===== src/rtl/iter_mul.sv =====
// Iterative multiplier: full 2*XLEN-bit product in three signedness modes,
// retiring STEP multiplier bits per BUSY cycle, with output backpressure and flush.
module iter_mul #(
  parameter int unsigned XLEN = 64,
  parameter int unsigned STEP = 2
) (
  input  logic            clock,
  input  logic            reset,
  input  logic            io_mul_valid,
  input  logic            io_flush,
  input  logic [1:0]      io_mul_signed,
  input  logic [XLEN-1:0] io_multiplicand,
  input  logic [XLEN-1:0] io_multiplier,
  input  logic            io_out_ready,
  output logic            io_mul_ready,
  output logic            io_out_valid,
  output logic [XLEN-1:0] io_result_hi,
  output logic [XLEN-1:0] io_result_lo
);

  localparam int unsigned NCyc = XLEN / STEP;
  localparam int unsigned CntW = $clog2(NCyc + 1);

  typedef enum logic [1:0] {StIdle, StBusy, StFix, StDone} state_t;

  state_t              state;
  logic [XLEN-1:0]     mcand;
  logic [XLEN-1:0]     mplier;
  logic [2*XLEN-1:0]   acc;
  logic [CntW-1:0]     cnt;
  logic                neg;
  logic [XLEN-1:0]     res_hi;
  logic [XLEN-1:0]     res_lo;

  logic                sign_a;
  logic                sign_b;
  logic [XLEN-1:0]     mag_a;
  logic [XLEN-1:0]     mag_b;
  logic [XLEN+STEP-1:0] upper_sum;
  logic [2*XLEN-1:0]   acc_next;
  logic [2*XLEN-1:0]   fixed;

  // Mode 2'b01 decodes like 2'b00: only bit 1 signs A, only 2'b11 signs B.
  assign sign_a = io_mul_signed[1] & io_multiplicand[XLEN-1];
  assign sign_b = (io_mul_signed == 2'b11) & io_multiplier[XLEN-1];
  assign mag_a  = sign_a ? (~io_multiplicand + XLEN'(1)) : io_multiplicand;
  assign mag_b  = sign_b ? (~io_multiplier + XLEN'(1)) : io_multiplier;

  assign upper_sum = {{STEP{1'b0}}, acc[2*XLEN-1:XLEN]}
                   + ({{STEP{1'b0}}, mcand} * {{XLEN{1'b0}}, mplier[STEP-1:0]});
  // The carry-out of the partial sum becomes the top bits after the right shift.
  assign acc_next  = {upper_sum, acc[XLEN-1:STEP]};
  assign fixed     = neg ? (~acc + (2*XLEN)'(1)) : acc;

  always_ff @(posedge clock or negedge reset) begin
    if (!reset) begin
      state  <= StIdle;
      mcand  <= '0;
      mplier <= '0;
      acc    <= '0;
      cnt    <= '0;
      neg    <= 1'b0;
      res_hi <= '0;
      res_lo <= '0;
    end else begin
      unique case (state)
        StIdle: begin
          if (io_mul_valid && !io_flush) begin
            mcand  <= mag_a;
            mplier <= mag_b;
            neg    <= sign_a ^ sign_b;
            acc    <= '0;
            cnt    <= CntW'(NCyc);
            state  <= StBusy;
          end
        end
        StBusy: begin
          if (io_flush) begin
            state <= StIdle;
          end else begin
            acc    <= acc_next;
            mplier <= mplier >> STEP;
            cnt    <= cnt - CntW'(1);
            if (cnt == CntW'(1)) state <= StFix;
          end
        end
        StFix: begin
          if (io_flush) begin
            state <= StIdle;
          end else begin
            res_hi <= fixed[2*XLEN-1:XLEN];
            res_lo <= fixed[XLEN-1:0];
            state  <= StDone;
          end
        end
        StDone: begin
          if (io_flush || io_out_ready) state <= StIdle;
        end
        default: state <= StIdle;
      endcase
    end
  end

  assign io_mul_ready = (state == StIdle);
  assign io_out_valid = (state == StDone);
  assign io_result_hi = res_hi;
  assign io_result_lo = res_lo;

endmodule

===== config.mk =====
export PLATFORM = sky130hd
export DESIGN_NAME = iter_mul
export DESIGN_NICKNAME = d
export VERILOG_FILES = /design/src/rtl/iter_mul.sv
export SDC_FILE = /design/constraint.sdc
export NUM_CORES = 1
export LEC_CHECK = 0
export BUFFER_PORTS_ARGS = -buffer_cell sky130_fd_sc_hd__buf_4
export CORE_MARGIN = 4
export CORE_UTILIZATION = 49
export CTS_CLUSTER_SIZE = 8
export DETAILED_ROUTE_END_ITERATION = 12
export MAX_ROUTING_LAYER = met4
export PLACE_DENSITY = 0.68
export RECOVER_POWER = 25
export SETUP_SLACK_MARGIN = 0.5
export SLEW_MARGIN = 25
export SYNTH_ARGS = -nofsm -noshare
export SYNTH_HDL_FRONTEND = slang
export SYNTH_SLANG_ARGS = --single-unit

===== constraint.sdc =====
create_clock -name clock -period 4.9 [get_ports clock]
set_input_delay 1.47 -clock clock [delete_from_list [all_inputs] [get_ports clock]]
set_output_delay 1.47 -clock clock [all_outputs]
set_load 0.05 [all_outputs]

==> metrics, run 1 <==
port bufs 264; share of the synthesized area in the top cell type 0.373; area grow syn2layout 17.9%; failing checks max-capacitance violations, max-slew violations; Critical-path top delay cell or4_1; part of the Yosys area used for sequential elements 0.373; clock share of power 0.219; Worst-Margin Slew 2.34 ns; worst min-delay path category flip-flop to flip-flop; GRT Overall Usage 0.294; HPWL Detailed roughly 65 mm; fillcell total 4748; gpl congestion 1.02; share of cells above drive strength 1 0.141; Design Power 0.0157 W; Top FF cell, synth dfrtp_1; critical path required time 5.36 ns; register share of total power 0.290; area of the multi-input gates 0.0151 mm²; GR Overflow Total 0; antenna violations before repair 0; later-pin clock latency in the skew report 0.61 ns; Die H 240 µm; drt total wl 83.0 mm; Worst path most repeated cell o21ai_0; Leakage 14.8 nW; Final Hold Fails 0; post-synth cell types 69; first-pass GRT wire length 131 mm; RSZ-0062 raised after global routing yes; # diodes 0; Max Clock Freq 233 MHz; final hold slack about 0.48 ns; flip-flop and latch area 0.00984 mm²; via count 24000; Clock Skew about 0.026 ns; num ports 265; Async SR Flop Fraction 1.00; Slew headroom -0.563; die width 240 µm; Placed Instance Area approximately 0.029 mm²; #FFs+latches synth roughly 400; Mapped Area roughly 0.026 mm²; First-pass DRT Iterations 6; fin. max-slew vios between 80 and 90; Clk pin slew, worst setup/hold paths 0.06 ns; CP endpoint kind flip-flop; Period minus WS final about 4.3 ns; WP data arrival 4.75 ns; first-iteration detailed-routing DRC count 1879; Syn Area/Cell 8.25 µm²; vias per inst around 5.8; row count 84; Ys Warns 0; Synth Instances roughly 3200; worst path cell trace or4_1 > or3_1 > or3b_2 > or2_2 > or4_1 > o21ai_0 > nor2b_1 > o21ai_0 > xnor2_1 > o21ai_0; setup tns final 0 ns; clk buf depth 3; most common cell in the synthesized netlist nand2_1; Internal 0.00870 W; post-route core utilization 0.588; Worst Setup Start Kind flip-flop; Num CTS Buffers 56; Buf/Inv on CP 0; Max-Cap Viols 1; Comb pwr share 0.490; wire per inst between 20 and 25 µm; Post-synth EDFFs 0; status complete, but fails checks; Core Box Area 0.0529 mm²; Routed Antenna Nets 0; net count reported at finish 3713; H-tree levels 2; die area 0.0575 mm²; post-route cell area between 0.03 and 0.04 mm²; maximum fanout along the worst path 5; Setup Crit Path Kind flip-flop to flip-flop; # DRC 0; Synth area leader dfrtp_1; vias in the first global route approximately 24000; clock root cell clkbuf_16; TritonCTS clock tree built; # setup viols final 0; syn nets 3464; Initial Util 0.498; Peak supply drop about 0.0003 V; final cycle utilization of the critical path 0.875; largest net degree at the start of global routing 113; Switching Power 0.00703 W; power density over cell area 506 mW/mm²; Sw Share 0.447; clock sinks 393; Post-synth top cells 597 x nand2_1, 393 x dfrtp_1, 359 x o21ai_0, 225 x inv_1, 168 x clkbuf_1; Crit path max-delay family simple AND/OR/NAND/NOR gates; cells taking the most area after synthesis dfrtp_1 37%, nand2_1 8.5%, o21ai_0 6.8%, xnor2_1 5.2%, fa_1 4.9%; CP peak stage delay about 0.58 ns
layout make-up:
cell class,instances,share of cell area
clock buffers,62,0.0468
clock inverters,5,0.00209
inverters,225,0.0272
multi-input cells,2398,0.487
flip-flops and latches,393,0.317
well taps,688,0.0277
repair buffers,370,0.0919
flip-flops by register name (all words and copies together) (netlist names):
signal and cells:
acc 128, cnt 6, io_result_hi 64, io_result_lo 64, mcand 64, mplier 64
neg 1, state 2
path summary, 6_finish.rpt:
kind,start,end,slack (ns),cells past startpoint
worst max register to register,acc[61],io_result_hi[47],0.61,10
worst max-delay path,acc[61],io_result_hi[47],0.61,10
min in group asynchronous,reset,acc[50],1.54,1
worst min register to register,io_result_lo[17],io_result_lo[17],0.48,2
worst min-delay path,io_result_lo[17],io_result_lo[17],0.48,2
max in group asynchronous,reset,io_result_hi[7],1.09,2
per-stage QoR:
stage | setup WS, ns | cells
floorplan | 0.511 | 3195
global placement | 0.283 | 4064
detailed placement | 0.311 | 4065
CTS | 0.462 | 4132
global route | 0.387 | 4141
finish | 0.612 | 4141
cell usage in the layout, fill, tap and decap left out, types with 16 or more instances in the layout:
cell type  Yosys  routed
dfrtp_1      393     389
o22ai_1       53      53
nand4_1       42      42
or2_2         16      16
a22oi_1       55      55
o41ai_1       24      24
or4_1         28      28
a21o_1        44      44
xnor2_1      156     156
a21oi_1      147     143
nor4_1        37      37
nor2_1       122     120
and3_1        16      16
nand2_1      597     595
nand3_1      108     108
o31ai_1       44      44
nand2b_1      19      17
xor2_1       146     146
nor3_1        54      53
ha_1          70      70
buf_4          0     358
fa_1          64      64
inv_1        225     224
clkbuf_16      0      57
o21ai_0      359     356
or3_1         46      46
what timing repair did:
| item | in CTS | in global routing |
|---|---|---|
| setup endpoints to repair | 9 | 26 |
| pin swaps | 0 | 6 |
| buffers inserted | 0 | 9 |
| gates cloned | 0 | 0 |
| hold buffers | 0 | 0 |
| gates resized for setup | 4 | 27 |
logic make-up (layout without fill, tap and decap cells):
kind of cell | after synthesis | after routing | share of synthesized area
xor+xnor | 302 | 302 | 0.100
buf+inv | 404 | 662 | 0.0576
fa+ha+maj | 134 | 134 | 0.0819
simple gates | 1128 | 1128 | 0.196
flops | 393 | 393 | 0.373
compound gates | 831 | 831 | 0.190
mux | 3 | 3 | 0.00114
worst reg2reg max path, delay by kind of cell (launching register included):
family          cells  cell delay (ns)
flops               1             0.41
simple gates        6             2.92
xor+xnor            1             0.29
compound gates      3             0.52
routing by layer:
layer	GRT usage	routed length [µm]	vias to the layer above
li1	-	-	11500
met1	0.418	38200	11500
met2	0.440	36700	834
met3	0.0461	5680	164
met4	0.0846	2440	0
met5	-	0	-
power groups by stage:
stage               sequential, W  combinational (W)  clock, W
floorplan                 0.00496            0.00450         0
global placement          0.00458            0.00742         0
detailed placement        0.00461            0.00748         0
CTS                       0.00456            0.00753   0.00352
global route              0.00466            0.00843   0.00366
finish                    0.00457            0.00771   0.00345
Note: power is estimated with default switching activity, not from simulation.
==> inputs of run 2 (changes only) <==
--- a/config.mk
+++ b/config.mk
@@ -8,6 +8,7 @@
 export BUFFER_PORTS_ARGS = -buffer_cell sky130_fd_sc_hd__buf_4
 export CORE_MARGIN = 4
 export CORE_UTILIZATION = 49
+export CTS_BUF_LIST = sky130_fd_sc_hd__clkbuf_2
 export CTS_CLUSTER_SIZE = 8
 export DETAILED_ROUTE_END_ITERATION = 12
 export MAX_ROUTING_LAYER = met4
==> run 2 against run 1 <==
Against the previous run: the run still ends with max-capacitance violations, max-slew violations left; maximum frequency rose by 1.5%; clock power fell by 30%; flip-flop and latch count did not move; critical path depth did not move; largest cell class unchanged; largest power group unchanged; first-iteration DRC count fell by 1.3%; count of clock-buffer cells in the layout rose by 77.
==> metrics, run 2 (synthesis results as in run 1) <==
Max Clock Freq 237 MHz (was 233 MHz); min-delay src io_result_lo[17] (unchanged); CP peak stage delay 0.56 ns (was 0.58 ns); num ports 265 (unchanged); register share of total power 0.311 (was 0.290); TritonCTS clock tree built (unchanged); Comb pwr share 0.523 (was 0.490); critical path required time 5.94 ns (was 5.36 ns); CP endpoint kind flip-flop (unchanged); Setup Crit Path Kind flip-flop to flip-flop (unchanged); first-iteration detailed-routing DRC count 1855 (was 1879); Clk pin slew, worst setup/hold paths 0.10 ns (was 0.06 ns); die width 240 µm (unchanged); clock share of power 0.166 (was 0.219); R2R cell count 10 (unchanged); r2r startpoint acc[35] (was acc[61]); GR Overflow Total 0 (unchanged); setup tns final 0 ns (unchanged); Hold Path Cell Cnt 2 (unchanged); maximum fanout along the worst path 5 (unchanged); Design Power 0.0147 W (was 0.0157 W); fin. max-slew vios 228 (was 85); wire per inst 19.5 µm (was 20.0 µm); die area 0.0575 mm² (unchanged); Period minus WS final 4.23 ns (was 4.29 ns); Worst path most repeated cell or4_4 (was o21ai_0); crit path launch acc[35] (was acc[61]); Num CTS Buffers 104 (was 56); Slew headroom -0.520 (was -0.563); Finished Layout Cells 4268 (was 4141); gpl congestion 1.02 (unchanged); clock root cell clkbuf_2 (was clkbuf_16); Hold Path End io_result_lo[17] (unchanged); post-route core utilization 0.576 (was 0.588); Peak supply drop 0.000215 V (was 0.000301 V); max FFs per register 128 (unchanged); failing checks max-capacitance violations, max-slew violations (unchanged); CTS Hold Bufs 0 (unchanged); status complete, but fails checks (unchanged); Worst-Margin Slew 2.28 ns (was 2.34 ns); largest net degree at the start of global routing 113 (unchanged); port bufs 264 (unchanged); Max-Cap Viols 3 (was 1); share of cells above drive strength 1 0.161 (was 0.141); fillcell total 4901 (was 4748); GRT Overall Usage 0.295 (was 0.294); row count 84 (unchanged); RSZ-0062 raised after global routing yes (unchanged); Reg2Reg Capture Point io_result_hi[49] (was io_result_hi[47]); net count reported at finish 3757 (was 3713); placed cells 4065 (unchanged); worst min-delay path category flip-flop to flip-flop (unchanged); via count 24300 (was 24000); HPWL Detailed 64.8 mm (unchanged); Worst Setup Start Kind flip-flop (unchanged); antenna violations before repair 3 (was 0); most frequent cells in the layout 595 x nand2_1, 388 x dfrtp_1, 356 x o21ai_0 (was 595 x nand2_1, 389 x dfrtp_1, 358 x buf_4); Critical-path top delay cell or4_4 (was or4_1); power density over cell area 481 mW/mm² (was 506 mW/mm²); Internal 0.00757 W (was 0.00870 W); vias in the first global route 23800 (was 23500); clock sinks 393 (unchanged); reg-to-reg setup timing slack 0.67 ns (was 0.61 ns); largest register by flop count acc (unchanged); Final Hold Fails 0 (unchanged); # setup viols final 0 (unchanged); area grow syn2layout 15.6% (was 17.9%); final cycle utilization of the critical path 0.862 (was 0.875); Initial Util 0.498 (unchanged); # DRC 0 (unchanged); commonest non-fill, non-tap cell in the layout nand2_1 (unchanged); Die H 240 µm (unchanged); drt total wl 83.1 mm (was 83.0 mm); WP data arrival 5.26 ns (was 4.75 ns); H-tree levels 3 (was 2); Crit path max-delay family simple AND/OR/NAND/NOR gates (unchanged); Leakage 14.7 nW (was 14.8 nW); Clock Skew 0.127 ns (was 0.0255 ns); First-pass DRT Iterations 6 (unchanged); worst path cell trace or4_4 > or3_1 > or4_4 > or3_4 > or4_4 > or2_4 > or3_4 > o31ai_2 > xnor2_1 > o21ai_1 (was or4_1 > or3_1 > or3b_2 > or2_2 > or4_1 > o21ai_0 > nor2b_1 > o21ai_0 > xnor2_1 > o21ai_0); Switching Power 0.00708 W (was 0.00703 W); first-pass GRT wire length 132 mm (was 131 mm); Buf/Inv on CP 0 (unchanged); Core Box Area 0.0529 mm² (unchanged); vias per inst 5.70 (was 5.79); Sw Share 0.484 (was 0.447); Routed Antenna Nets 0 (unchanged); clk buf depth 3 (unchanged); Critical Path Stages 10 (unchanged); later-pin clock latency in the skew report 1.21 ns (was 0.61 ns)
## run 2: changes by cell type in the layout (fill, tap and decap cells not counted), moves of 3 or more
cell / delta
clkinv_2: +8
buf_4: -4
clkbuf_2: +142
clkbuf_1: -3
diode_2: +6
bufinv_16: +3
clkbuf_16: -57
clkinv_1: +35
## run 2: worst register-to-register path, delay by kind of cell, from the launching register on
family	cells	cell delay, ns
AO/OA/AOI/OAI	2	0.35
XOR/XNOR	1	0.20
AND/OR/NAND/NOR	7	3.13
flip-flops	1	0.44
## run 2: per-layer routing
layer  part of all wire  up-vias  GRT usage
li1                   -    11700          -
met1               0.46    11600      0.415
met2               0.44      900      0.441
met3              0.070      170     0.0514
met4              0.029        0     0.0895
met5                  0        -          -
## run 2: power groups by stage
stage / Combinational, W / Sequential, W / Clock (W)
after global placement: 0.00742 / 0.00458 / 0
after floorplan: 0.00450 / 0.00496 / 0
final: 0.00767 / 0.00455 / 0.00243
after CTS: 0.00753 / 0.00454 / 0.00253
after global routing: 0.00839 / 0.00464 / 0.00269
after detailed placement: 0.00748 / 0.00461 / 0
## run 2: worst max-delay path by stage
stage | to | slack (ns)
detailed placement | acc[120] | 0.31
global placement | acc[120] | 0.28
CTS | acc[120] | 0.51
global route | acc[125] | 0.42
finish | io_result_hi[49] | 0.67
floorplan | acc[121] | 0.51
## run 2: area by class of cell
cell class / count / area (µm²) / area share
Antenna cell: 6 / 15.0 / 0.000493
Timing Repair Buffer: 366 / 2770 / 0.0910
Inverter: 225 / 845 / 0.0277
Sequential cell: 393 / 9840 / 0.323
Tap cell: 688 / 861 / 0.0283
Multi-Input combinational cell: 2398 / 15100 / 0.496
Clock inverter: 53 / 313 / 0.0103
Clock buffer: 139 / 696 / 0.0228
## run 2: metrics by stage
stage          setup WS (ns)  hold WS, ns  cell area [µm²]
2_1_floorplan          0.511        0.450            26300
3_3_place_gp           0.283        0.465            29300
3_5_place_dp           0.311        0.473            29400
4_1_cts                0.507        0.197            30400
5_1_grt                0.416        0.443            30500
6_report               0.675        0.489            30500
## run 2: timing repair
action | 4_1_cts | 5_1_grt
gates resized for setup | 3 | 23
endpoints found under the setup margin | 6 | 25
setup buffers | 1 | 4
pin swaps | 0 | 0
